`config.mk`:
```
export PLATFORM = sky130hd
export DESIGN_NAME = seg_display_sched
export DESIGN_NICKNAME = d
export VERILOG_FILES = /design/src/rtl/seg_sched_pkg.sv /design/src/rtl/bcd_to_seg7.sv /design/src/rtl/seg_display_sched.sv
export SDC_FILE = /design/constraint.sdc
export NUM_CORES = 1
export LEC_CHECK = 0
export BUFFER_PORTS_ARGS = -buffer_cell sky130_fd_sc_hd__buf_2
export CAP_MARGIN = 10
export CORE_MARGIN = 1.5
export CORE_UTILIZATION = 52
export CTS_CLUSTER_SIZE = 16
export DETAILED_ROUTE_END_ITERATION = 10
export PLACE_DENSITY = 0.86
export SYNTH_ARGS = -nofsm -noshare
export SYNTH_HDL_FRONTEND = slang
export SYNTH_HIERARCHICAL = 1
export SYNTH_SLANG_ARGS = --single-unit
```
`constraint.sdc`:
```
create_clock -name clock -period 2.6 [get_ports clock]
set_input_delay 0.65 -clock clock [delete_from_list [all_inputs] [get_ports clock]]
set_output_delay 0.65 -clock clock [all_outputs]
set_load 0.01 [all_outputs]
```
`src/rtl/seg_sched_pkg.sv`:
```
// Shared encodings for the 7-segment display scheduler: grant states, edit
// field codes and the segment patterns (bit6 = a .. bit0 = g, active-high).
package seg_sched_pkg;

  typedef enum logic [1:0] {
    SRC_CLK = 2'd0,
    SRC_TMR = 2'd1,
    SRC_ALM = 2'd2
  } src_e;

  typedef enum logic [1:0] {
    EDIT_NONE = 2'd0,
    EDIT_HOUR = 2'd1,
    EDIT_MIN  = 2'd2,
    EDIT_SEC  = 2'd3
  } edit_e;

  localparam logic [6:0] SEG_BLANK = 7'b0000000;
  localparam logic [6:0] SEG_DASH  = 7'b0000001;

  localparam logic [6:0] SEG_DIGIT [10] = '{
    7'b1111110, 7'b0110000, 7'b1101101, 7'b1111001, 7'b0110011,
    7'b1011011, 7'b1011111, 7'b1110000, 7'b1111111, 7'b1111011
  };

endpackage

```
`src/rtl/bcd_to_seg7.sv`:
```
// Combinational BCD digit to 7-segment decoder; non-decimal codes show a dash.
module bcd_to_seg7
  import seg_sched_pkg::*;
(
  input  logic [3:0] bcd_i,
  output logic [6:0] seg_o
);

  always_comb begin
    seg_o = SEG_DASH;
    if (bcd_i <= 4'd9) seg_o = SEG_DIGIT[bcd_i];
  end

endmodule

```
`src/rtl/seg_display_sched.sv`:
```
// Display scheduler: priority/hold arbitration of clock, timer and alarm,
// segment decode and blink flags. Optional SEG_SCHED_LZB_EN blanks a zero hour-tens digit.
module seg_display_sched
  import seg_sched_pkg::*;
#(
  parameter int unsigned HOLD_TICKS  = 16,
  parameter int unsigned BLINK_TICKS = 250,
  parameter int unsigned CW          = 9
) (
  input  logic        clock,
  input  logic        reset,
  input  logic        tick,
  input  logic [23:0] clk_bcd,
  input  logic        tmr_req,
  input  logic [23:0] tmr_bcd,
  input  logic        alm_req,
  input  logic [23:0] alm_bcd,
  input  logic [1:0]  edit_field,
  output logic [6:0]  data1,
  output logic [6:0]  data2,
  output logic [6:0]  data3,
  output logic [6:0]  data4,
  output logic [6:0]  data5,
  output logic [6:0]  data6,
  output logic        h,
  output logic        m,
  output logic        s,
  output logic [1:0]  src_sel
);

  src_e          state_q, state_d;
  logic [CW-1:0] hold_q, hold_d;
  logic [CW-1:0] blink_q, blink_d;
  logic          phase_q, phase_d;
  logic [1:0]    edit_q;
  logic [23:0]   bcd_sel;
  logic [6:0]    seg [6];
  logic [41:0]   data_q, data_d;
  logic [2:0]    hms_q, hms_d;

  always_comb begin
    state_d = state_q;
    if (alm_req) begin
      state_d = SRC_ALM;
    end else begin
      case (state_q)
        SRC_CLK: if (tmr_req && hold_q == '0) state_d = SRC_TMR;
        SRC_TMR: if (!tmr_req) state_d = SRC_CLK;
        default: state_d = tmr_req ? SRC_TMR : SRC_CLK;
      endcase
    end
  end

  // A grant change reloads hold and restarts the blink phase in the same
  // cycle, so a coincident tick is discarded for both counters.
  always_comb begin
    hold_d  = hold_q;
    blink_d = blink_q;
    phase_d = phase_q;
    if (state_d != state_q) begin
      hold_d = CW'(HOLD_TICKS - 1);
    end else if (tick && hold_q != '0) begin
      hold_d = hold_q - CW'(1);
    end
    if (state_d != state_q || edit_field != edit_q) begin
      blink_d = '0;
      phase_d = 1'b0;
    end else if (tick) begin
      if (blink_q == CW'(BLINK_TICKS - 1)) begin
        blink_d = '0;
        phase_d = ~phase_q;
      end else begin
        blink_d = blink_q + CW'(1);
      end
    end
  end

  always_comb begin
    case (state_q)
      SRC_TMR: bcd_sel = tmr_bcd;
      SRC_ALM: bcd_sel = alm_bcd;
      default: bcd_sel = clk_bcd;
    endcase
  end

  for (genvar i = 0; i < 6; i++) begin : g_dec
    bcd_to_seg7 u_dec (
      .bcd_i (bcd_sel[23-4*i -: 4]),
      .seg_o (seg[i])
    );
  end

  always_comb begin
    data_d = '0;
    for (int unsigned i = 0; i < 6; i++) data_d[41-7*i -: 7] = seg[i];
`ifdef SEG_SCHED_LZB_EN
    if (bcd_sel[23:20] == 4'd0) data_d[41:35] = SEG_BLANK;
`endif
  end

  // Flags use the post-update phase so an edit/grant change is visible blank-free next cycle.
  always_comb begin
    hms_d = '0;
    case (state_q)
      SRC_ALM: hms_d = {3{phase_d}};
      SRC_CLK: begin
        case (edit_e'(edit_field))
          EDIT_HOUR: hms_d = {phase_d, 2'b00};
          EDIT_MIN:  hms_d = {1'b0, phase_d, 1'b0};
          EDIT_SEC:  hms_d = {2'b00, phase_d};
          default:   hms_d = '0;
        endcase
      end
      default: hms_d = '0;
    endcase
  end

  always_ff @(posedge clock) begin
    if (reset) begin
      state_q <= SRC_CLK;
      hold_q  <= '0;
      blink_q <= '0;
      phase_q <= 1'b0;
      edit_q  <= '0;
      data_q  <= '0;
      hms_q   <= '0;
    end else begin
      state_q <= state_d;
      hold_q  <= hold_d;
      blink_q <= blink_d;
      phase_q <= phase_d;
      edit_q  <= edit_field;
      data_q  <= data_d;
      hms_q   <= hms_d;
    end
  end

  assign src_sel = state_q;
  assign data1   = data_q[41:35];
  assign data2   = data_q[34:28];
  assign data3   = data_q[27:21];
  assign data4   = data_q[20:14];
  assign data5   = data_q[13:7];
  assign data6   = data_q[6:0];
  assign h       = hms_q[2];
  assign m       = hms_q[1];
  assign s       = hms_q[0];

endmodule

```
-- Yosys cells after proc, flatten, opt, wreduce, memory -nomap -nowiden
Memory sizes are Yosys's and may differ from the RTL's.
Index checks and enable logic that the tools add are counted.
Widths: inputs -> output; s select.
- multiplexer cells: 32
- equal/unequal tests: 8
- reductions and logical operators: 15
- $add $sub $neg: 2
- order comparisons: 12
- bitwise gates (word level): 13
- operators by type and width (kind ; number):
    $mux 7 ; 12
    $pmux 24 s2 ; 1
    $ge 5x5->1 const B ; 6
    $not 4->5 ; 6
    $le 4x4->1 const B ; 6
    $reduce_or 2->1 ; 8
    $mux 1 ; 10
    $add 9x1->9 const B ; 1
    $eq 9x8->1 const B ; 1
    $logic_not 9->1 ; 1
    $mux 9 ; 1
    $pmux 3 s3 ; 1
    $reduce_bool 9->1 ; 1
    $sub 9x1->9 const B ; 1
    $mux 4 ; 2
    $not 1->1 ; 7
    $eq 2x2->1 const B ; 3
    $mux 2 ; 3
    $pmux 3 s2 ; 1
    $eq 2x1->1 const B ; 2
    $ne 2x2->1 ; 2
    $pmux 2 s2 ; 1
    $logic_and 1x1->1 ; 2
    $logic_not 2->1 ; 1
    2 further kinds ; 2
- input bits: 79
- output and inout port bits: 47
- register bits after elaboration: 68
- memories kept: 6
- bits in read-only memories: 672
- memory list (name ; depth ; bits a word ; read ports ; clocked after memory_dff ; wr ports ; line ; text):
    (name not given) ; 16 ; 7 ; 1 ; 0 ; 0 ; bcd_to_seg7.sv:11 ; if (bcd_i <= 4'd9) seg_o = SEG_DIGIT[bcd_i];
    (name not given) ; 16 ; 7 ; 1 ; 0 ; 0 ; bcd_to_seg7.sv:11 ;
    (name not given) ; 16 ; 7 ; 1 ; 0 ; 0 ; bcd_to_seg7.sv:11 ;
    (name not given) ; 16 ; 7 ; 1 ; 0 ; 0 ; bcd_to_seg7.sv:11 ;
    (name not given) ; 16 ; 7 ; 1 ; 0 ; 0 ; bcd_to_seg7.sv:11 ;
    (name not given) ; 16 ; 7 ; 1 ; 0 ; 0 ; bcd_to_seg7.sv:11 ;

-- Logic depth before layout (Yosys ltp)
Gate-level depths: netlist (run 1).
- depth after elaboration: 10
- mapped depth: 12
- mapped depth without buffers: 10

-- By module
The synthesis (run 1) kept the hierarchy.
- modules (own cells, without submodules) (module ; cells each ; instances ; area an instance (um2)):
    seg_display_sched ; 327 ; 1 ; 2986.6
    bcd_to_seg7 (g_dec[2].u_dec ...) ; 25 ; 4 ; 183.9
    bcd_to_seg7 (g_dec[0].u_dec) ; 26 ; 1 ; 188.9
    bcd_to_seg7 (g_dec[1].u_dec) ; 25 ; 1 ; 185.2

-- Worst setup path before layout (run 1)
No wires, ideal clock.
- kind: register to register
- start: reg state_q[0] (netlist: src_sel[0])
- end: reg data_q[38]
- arrival time: 2.419 ns
- library setup time: 0.066 ns
- period minus slack after synthesis: 2.485 ns
- setup slack: 0.115 ns
- stages on the path, launching flop included: 12
- cell sequence: dfxtp_1 inv_1 ha_1 clkbuf_1 clkbuf_1 a21oi_1 inv_1 ha_1 o21bai_4 and2_4 a221oi_1 nor2b_1
- word-level cells in the longest chain between the ends: 6
- ends and longest elaborated chain (element ; line ; text):
    from (decl) ; seg_display_sched.sv:31 ; src_e state_q, state_d;
    from (signal assigned) ; seg_display_sched.sv:128 ; state_q <= state_d;
    $eq 2x2->1 or $eq 2x1->1 (tied branches) ; seg_display_sched.sv:79 ; case (state_q)
    $pmux 24 s2 * ; seg_display_sched.sv:79 ;
    via bcd_sel[20] ; seg_display_sched.sv:36 ; logic [23:0] bcd_sel;
    $not 4->5 (implied by the code) ; bcd_to_seg7.sv:11 ;
    $mem_v2 16x7 ; n/a ;
    $mux 7 (implied by the code) (2 in a row) ; bcd_to_seg7.sv:11 ;
    to (signal assigned) ; seg_display_sched.sv:133 ; data_q <= data_d;
    to (decl) ; seg_display_sched.sv:38 ; logic [41:0] data_q, data_d;
Mark *: on every way through the listed nets, which the timed path passes. The rest lies on a longest branch. The select of a mux whose other input is x is not followed.
A chain may end at the register's enable or synchronous reset.

-- Worst setup path after layout (run 1)
- start: reg state_q[1] (netlist: src_sel[1])
- end: reg data_q[8]
Same word-level chain as after synthesis.

==> run_results.csv, run 1 <==
group,metric,value,unit
synth,synthArstFlopShare,0,
synth,ys.flop_type,"dfxtp_1",
worst_hold_path,hold_path.class,"flop to flop",
cells_and_area,fin_util,0.6600,
routing,vias,3899,
floorplanning,dieArea,8419,um^2
synth,ys_seq_elements,68,
setup_path,cp_max_fo,26,
grt,grt_pass1_vias,3863,
sta,rsz0062_at_grt,"true",
pwr,leakage,2.315,nW
routing,first_pass_iters,7,
clock_network,root_buffer,"clkbuf_8",
routing,postRouteAntennaNets,0,
sta,drv_slew,0,
grt,grt_pass1_wl,17.30,mm
pwr,peakVddDrop,0.3145,mV
flow_run,drv_cap,0,
clock_network,numCtsBuffers,9,
grt,grt_usage,0.2576,
setup_path,cpMaxStageDelayCell,"dfxtp_1",
placed_design,portBuffers,125,
clock_network,cts_setup_buffers,0,
floorplanning,core_area,7687,um^2
placed_design,dpl_cell_area,4861,um^2
routing,drc_errors,0,
clock_network,cts.htree.levels,3,
placed_design,dp_hpwl,8.142,mm
sta,setup_viol,0,
synth,synth_edf_count,0,
setup_path,setup.worst_path.end_class,"flop",
grt,antenna_found_initial,0,
clock_network,cts_sinks,68,
synth,syn_area,4096,um^2
floorplanning,die_y,91.76,um
floorplanning,start_util,0.5329,
clock_network,clkTransAtPathRegs,80,ps
synth,syn-num-nets,594,
cells_and_area,fin_area,5074,um^2
setup_path,crit_chain,"inv_1, ha_1, buf_4, nor2_1, a21oi_1, inv_1, ha_1, o21bai_4, and2_4, a21oi_1, nor2b_1",
grt,grt_max_degree,44,
setup_path,max_stage_delay,370,ps
clock_network,cts_buffer_depth,2,
pwr,power_density,664.1,nW/um^2
sta,setup_ws,107.6,ps
sta,post-route-period-util,0.9586,
floorplanning,rows,32,
clock_network,postCtsResizedCells,0,
cells_and_area,layout_commonest_cell,"buf_2",
cells_and_area,nFillCells,647,
setup_path,start_kind,"flop",
synth,avgSynthCellArea,8.570,um^2
cells_and_area,layout_common_cells,"buf_2, dfxtp_1, nor2b_1, nor2_1, a21oi_1",
synth,ys_warn_count,6,
sta,fmax,401.2,MHz
routing,wl,10.69,mm
synth,synth.distinct_cells,55,
sta,worstMarginPinSlew,590.4,ps
sta,finalHoldViolCount,0,
sta,hold-worst-slack,536.3,ps
cells_and_area,syn_to_final_growth,23.85,%
routing,vias_per_cell,5.476,
sta,slew_headroom,0.6047,
synth,seq_area_frac_synth,0.3323,
grt,grt-ovfl-total,0,
clock_network,clk_latency,350,ps
clock_network,tritoncts,"built",
outcome,status,"completed",
pwr,p_total,3.370,mW
cells_and_area,layout-drive-gt1-share,0.2956,
setup_path,arrival,2710,ps
placed_design,gp_congestion,0.9450,
placed_design,post-place-ws,154.3,ps
clock_network,holdBufCountCts,0,
sta,skew,12.10,ps
cells_and_area,finalNetCount,721,
floorplanning,die_w,91.76,um
synth,synth_cells,478,
sta,post-route-min-period,2492,ps
setup_path,crit_type,"flop to flop",
routing,drtIter0Drc,218,
routing,wl_per_cell,15.02,um
floorplanning,io_pins,126,
setup_path,crit_required,2820,ps
cell usage after synthesis (2+ instances only):
master | count | area [um^2]
o21ai_0 | 15 | 75.07
a221oi_1 | 4 | 35.03
o22ai_1 | 4 | 25.02
a31oi_1 | 6 | 37.54
nand2b_1 | 5 | 31.28
dfxtp_1 | 68 | 1361
mux2i_1 | 2 | 20.02
buf_1 | 2 | 7.510
a21o_1 | 5 | 37.54
and3_1 | 2 | 12.51
o211ai_1 | 2 | 15.01
a21oi_1 | 45 | 225.2
inv_1 | 31 | 116.4
a211oi_1 | 8 | 60.06
clkbuf_1 | 14 | 52.55
nor4b_2 | 2 | 30.03
o21bai_4 | 6 | 112.6
nor2_1 | 42 | 157.7
xnor2_1 | 8 | 70.07
a311oi_1 | 2 | 17.52
a22oi_1 | 24 | 180.2
o31a_1 | 2 | 17.52
nand4_1 | 3 | 18.77
and2_4 | 6 | 52.55
nor3_1 | 18 | 90.09
xor2_1 | 7 | 61.31
o21ai_1 | 2 | 10.01
nand2_1 | 17 | 63.81
nor4_1 | 4 | 25.02
nor3b_1 | 2 | 15.01
ha_1 | 37 | 462.9
or3_1 | 2 | 12.51
and2_1 | 4 | 25.02
buf_2 | 4 | 20.02
nor2b_1 | 53 | 331.6
flip-flops by register name, summed over array words and instances (netlist names):
| register | count |
|---|---|
| edit_q | 2 |
| hms_q | 3 |
| phase_q | 1 |
| src_sel | 2 |
| hold_q | 9 |
| data_q | 42 |
| blink_q | 9 |
through the flow:
stage	TNS (ps)	cells
finish	0	712
global route	-46.53	711
CTS	0	711
detailed placement	0	696
global placement	0	696
floorplan	0	478
path summary, 6_finish.rpt:
check	from	endpoint	slack, ps	cells after the start
setup / recovery	src_sel[1]	data_q[8]	110	11
hold / removal	blink_q[7]	blink_q[7]	540	2
setup reg to reg	src_sel[1]	data_q[8]	110	11
hold reg to reg	blink_q[7]	blink_q[7]	540	2
critical path, delay by kind of cell, from the launching register on:
kind | cells | cell delay (ps)
adders and majority gates | 2 | 560
AOI/OAI and AO/OA | 3 | 480
and+or+nand+nor | 3 | 410
buffers and inverters | 3 | 540
DFF | 1 | 370
metal layers:
metal / wire [um] / vias up / share of wire / GRT usage
met5: 0 / - / 0 / 0
met4: 204 / 0 / 0.019 / 0.09103
met3: 628 / 19 / 0.059 / 0.06716
met2: 5350 / 151 / 0.50 / 0.4546
met1: 4508 / 1812 / 0.42 / 0.3002
li1: - / 1917 / - / -
power by group:
| group | switching (mW) | total [mW] | leakage (nW) | internal, mW |
|---|---|---|---|---|
| Clock | 0.386 | 0.830 | 0.0986 | 0.445 |
| Sequential | 0.0591 | 1.24 | 0.562 | 1.18 |
| Combinational | 0.716 | 1.30 | 1.66 | 0.587 |
| Total | 1.16 | 3.37 | 2.32 | 2.21 |
cell families after synthesis:
kind of cell               count (synthesis)  synth area share
and+or+nand+nor                          170            0.2385
AOI/OAI and AO/OA                        133            0.2266
DFF                                       68            0.3323
buffers and inverters                     53           0.05254
adders and majority gates                 37            0.1130
xor gates and xnor gates                  15           0.03207
muxes                                      2          0.004887
cell type report:
class	instances	area (um^2)	share of cell area
clock inverter	1	5.005	0.0009864
timing repair buffer	138	735.7	0.1450
sequential	68	1361	0.2683
inverter	31	116.4	0.02293
tap	102	127.6	0.02515
antenna	1	2.502	0.0004932
clock buffer	14	182.7	0.03600
multi-input combinational	357	2542	0.5011
Note: power is estimated with default switching activity, not from simulation.
==> run 2: changes to the inputs <==
==> constraint.sdc (replaced) <==
create_clock -name clock -period 2.6 [get_ports clock]
set_input_delay 0 -clock clock [delete_from_list [all_inputs] [get_ports clock]]
set_output_delay 0 -clock clock [all_outputs]
set_load 0.01 [all_outputs]
==> run_results.csv, run 2 (same netlist as run 1, synthesis figures left out) <==
group,metric,value,unit
outcome,status,"completed",
sta,setup_ws,108.5,ps
setup_path,r2r_slack,110,ps
clock_network,cts_sinks,68,
routing,drtIter0Drc,176,
clock_network,cts_buffer_depth,2,
setup_path,worstReg2RegEnd,"data_q[8]",
sta,post-route-period-util,0.9583,
setup_path,arrival,2710,ps
grt,grt_pass1_vias,3882,
clock_network,numCtsBuffers,9,
pwr,peakVddDrop,0.3159,mV
routing,wl,10.89,mm
sta,slew_headroom,0.6090,
setup_path,start_kind,"flop",
sta,finalHoldViolCount,0,
cells_and_area,antenna_cells,0,
clock_network,cts_setup_buffers,0,
pwr,p_total,3.391,mW
grt,grt_usage,0.2627,
floorplanning,core_area,7687,um^2
setup_path,crit_type,"flop to flop",
cells_and_area,syn_to_final_growth,25.60,%
worst_hold_path,worstHoldStart,"tick",
worst_hold_path,whs_endpoint,"blink_q[1]",
sta,drv_slew,0,
flow_run,drv_cap,0,
clock_network,clk_latency,350,ps
pwr,power_density,659.1,nW/um^2
cells_and_area,finalNetCount,728,
worst_hold_path,hold_depth,4,
cells_and_area,fin_util,0.6693,
cells_and_area,layout_commonest_cell,"buf_2",
floorplanning,die_y,91.76,um
setup_path,crit_required,2820,ps
sta,post-route-min-period,2492,ps
cells_and_area,layout_common_cells,"buf_2, dfxtp_1, nor2b_1, nor2_1, a21oi_1",
floorplanning,die_w,91.76,um
clock_network,cts.htree.levels,3,
placed_design,dp_hpwl,8.142,mm
cells_and_area,layout-drive-gt1-share,0.2938,
routing,wl_per_cell,15.17,um
cells_and_area,top_regs,"data_q: 42 flops, blink_q: 9 flops, hold_q: 9 flops",
floorplanning,io_pins,126,
sta,skew,13.61,ps
sta,rsz0062_at_grt,"true",
worst_hold_path,hold_path.class,"primary input to flop",
placed_design,gp_congestion,0.9450,
floorplanning,start_util,0.5329,
placed_design,post-place-ws,154.3,ps
floorplanning,dieArea,8419,um^2
routing,drc_errors,0,
grt,antenna_found_initial,0,
clock_network,clkTransAtPathRegs,80,ps
setup_path,cp_max_fo,26,
placed_design,portBuffers,125,
pwr,leakage,2.350,nW
sta,fmax,401.4,MHz
routing,vias_per_cell,5.490,
routing,vias,3942,
setup_path,setup.worst_path.end_class,"flop",
setup_path,r2r_cells,11,
routing,first_pass_iters,4,
sta,hold-worst-slack,67.33,ps
grt,grt_max_degree,44,
sta,worstMarginPinSlew,584.0,ps
setup_path,reg2reg_from,"src_sel[1]",
clock_network,tritoncts,"built",
cells_and_area,largest_reg_flops,42,
floorplanning,rows,32,
clock_network,root_buffer,"clkbuf_8",
grt,grt-ovfl-total,0,
sta,setup_viol,0,
routing,postRouteAntennaNets,0,
grt,grt_pass1_wl,17.62,mm
cells_and_area,regMostFlops,"data_q",
## run 2: changes by cell type in the layout (fill, tap and decap cells not counted), sizes merged
cell | previous run | this run
diode | 1 | 0
dlygate4sd3 | 0 | 7
## run 2: area by class of cell
type / count / area, um^2
Tap cell: 102 / 127.6
Timing Repair Buffer: 145 / 805.8
Multi-Input combinational cell: 357 / 2546
Clock buffer: 14 / 182.7
Inverter: 31 / 116.4
Sequential cell: 68 / 1361
Clock inverter: 1 / 5.005
Fill cell: 641 / 2542
## run 2: critical path, stage by stage, from the launching register on
cell and delay (ps):
dfxtp_1 370, inv_1 110, ha_1 310, buf_4 270, nor2_1 80, a21oi_1 250, inv_1 150, ha_1 250
o21bai_4 170, and2_4 180, a21oi_1 60, nor2b_1 150
## run 2: repair_timing
| action | CTS | global route |
|---|---|---|
| endpoints found under the hold margin | 6 | 0 |
| gates resized for setup | 0 | 7 |
| setup endpoints to repair | 0 | 12 |
| hold buffers | 7 | 0 |
## run 2: power breakdown
part           switching, mW  internal [mW]
Sequential            0.0593           1.18
Clock                  0.390          0.445
Combinational          0.724          0.596
## run 2: stage by stage
stage               cell area (um^2)  TNS (ps)  instances
detailed placement              4861         0        696
global placement                4861         0        696
finish                          5145         0        718
CTS                             5119         0        718
global route                    5145    -35.67        718
floorplan                       4096         0        478
## run 2: how the worst max path moves through the flow
stage	startpoint	endpoint	depth (start not counted)
floorplan	src_sel[0]	data_q[38]	11
global placement	src_sel[1]	data_q[13]	11
detailed placement	src_sel[1]	data_q[31]	11
CTS	src_sel[1]	data_q[8]	11
global route	src_sel[1]	data_q[27]	11
finish	src_sel[1]	data_q[8]	11
## run 2: routing by layer
metal | global-route usage | part of all wire | vias up
met5 | 0 | 0 | -
li1 | - | - | 1929
met1 | 0.3069 | 0.41 | 1833
met2 | 0.4670 | 0.50 | 154
met4 | 0.08974 | 0.023 | 0
met3 | 0.06468 | 0.064 | 26
==> run 3: changes to the inputs <==
--- a/config.mk
+++ b/config.mk
@@ -12,6 +12,7 @@
 export CTS_CLUSTER_SIZE = 16
 export DETAILED_ROUTE_END_ITERATION = 10
 export PLACE_DENSITY = 0.86
+export REMOVE_ABC_BUFFERS = 1
 export SYNTH_ARGS = -nofsm -noshare
 export SYNTH_HDL_FRONTEND = slang
 export SYNTH_HIERARCHICAL = 1
==> run_results.csv, run 3 (same netlist as run 1, synthesis figures left out) <==
group,metric,value,unit
setup_path,startpoint,"src_sel[1]",
floorplanning,start_util,0.5329,
sta,setup_ws,179.9,ps
flow_run,drv_cap,0,
grt,grt_pass1_wl,16.26,mm
clock_network,clk_latency,340,ps
sta,drv_slew,0,
setup_path,crit_type,"flop to flop",
cells_and_area,largest_reg_flops,42,
sta,post-route-min-period,2420,ps
pwr,power_density,666.7,nW/um^2
clock_network,cts_sinks,68,
sta,post-route-period-util,0.9308,
cells_and_area,top_regs,"data_q: 42 flops, blink_q: 9 flops, hold_q: 9 flops",
cells_and_area,fin_util,0.6745,
setup_path,cp-endpoint,"data_q[20]",
cells_and_area,syn_to_final_growth,26.57,%
placed_design,dpl_cell_area,4851,um^2
sta,slew_headroom,0.5325,
cells_and_area,regMostFlops,"data_q",
clock_network,root_buffer,"clkbuf_8",
floorplanning,dieArea,8419,um^2
placed_design,portBuffers,125,
pwr,leakage,2.346,nW
cells_and_area,layout-drive-gt1-share,0.3046,
cells_and_area,antenna_cells,0,
setup_path,r2r_slack,180,ps
setup_path,r2r_cells,11,
setup_path,worstReg2RegEnd,"data_q[20]",
sta,hold-worst-slack,10.60,ps
sta,setup_viol,0,
grt,grt_max_degree,49,
clock_network,numCtsBuffers,9,
clock_network,cts.htree.levels,3,
sta,fmax,413.2,MHz
setup_path,cp_max_fo,24,
setup_path,reg2reg_from,"src_sel[1]",
grt,grt_pass1_vias,3635,
routing,drtIter0Drc,148,
routing,vias_per_cell,5.352,
worst_hold_path,hold_path.class,"primary input to flop",
cells_and_area,finalNetCount,725,
floorplanning,die_y,91.76,um
grt,grt-ovfl-total,0,
sta,finalSetupTns,0,ps
cells_and_area,instances_no_fill,716,
cells_and_area,layout_common_cells,"buf_2, dfxtp_1, nor2b_1, nor2_1, a21oi_1",
floorplanning,io_pins,126,
routing,first_pass_iters,4,
placed_design,gp_congestion,0.9124,
sta,worstMarginPinSlew,696.0,ps
routing,vias,3832,
clock_network,clkTransAtPathRegs,70,ps
sta,skew,8.680,ps
routing,drc_errors,0,
floorplanning,core_area,7687,um^2
setup_path,setup.worst_path.end_class,"flop",
grt,grt_usage,0.2399,
floorplanning,rows,32,
sta,finalHoldViolCount,0,
grt,antenna_found_initial,0,
placed_design,post-place-ws,74.23,ps
pwr,p_total,3.457,mW
placed_design,dp_hpwl,7.458,mm
clock_network,tritoncts,"built",
floorplanning,die_w,91.76,um
routing,wl_per_cell,14.32,um
routing,wl,10.25,mm
setup_path,arrival,2640,ps
routing,postRouteAntennaNets,0,
setup_path,start_kind,"flop",
placed_design,dp.cells,693,
outcome,status,"completed",
cells_and_area,layout_commonest_cell,"buf_2",
pwr,peakVddDrop,0.3404,mV
setup_path,crit_required,2820,ps
cells_and_area,fin_area,5185,um^2
clock_network,cts_buffer_depth,2,
run 3: how the worst min path moves through the flow:
stage               startpoint         end  cells past startpoint
detailed placement     alm_req  src_sel[0]                      2
global route           tmr_req  src_sel[0]                      3
CTS                    tmr_req  src_sel[0]                      3
floorplan                reset   edit_q[0]                      1
finish                 tmr_req  src_sel[0]                      3
global placement       alm_req  src_sel[0]                      2
run 3: final cells by class:
type	instances	area, um^2
inverter	31	116.4
timing repair buffer	142	810.8
clock inverter	4	47.55
clock buffer	12	155.1
fill	668	2502
sequential	68	1363
multi-input combinational	357	2565
tap	102	127.6
run 3: where the power goes:
part	total (mW)	internal, mW	leakage (nW)	switching [mW]
Clock	0.900	0.493	0.102	0.407
Combinational	1.32	0.604	1.68	0.716
Sequential	1.24	1.18	0.562	0.0600
run 3: metal layers:
layer / track usage / routed length, um / part of all wire
met5: 0 / 0 / 0
met4: 0.09872 / 184 / 0.018
met3: 0.03648 / 475 / 0.046
met2: 0.4353 / 5243 / 0.51
met1: 0.2805 / 4347 / 0.42
run 3: timing repair:
item,in CTS,in global routing
resized for setup,0,14
hold endpoints to repair,7,0
endpoints found under the setup margin,0,30
hold buffers,6,0
buffers inserted,0,0
run 3: critical path: stages, from the launching register on:
cell and delay (ps):
dfxtp_1 370, inv_1 120, ha_2 410, buf_12 190
nor2_1 60, a21oi_1 220, inv_1 140, ha_1 250
o21bai_4 160, and2_4 170, a211oi_1 50, nor2b_1 150
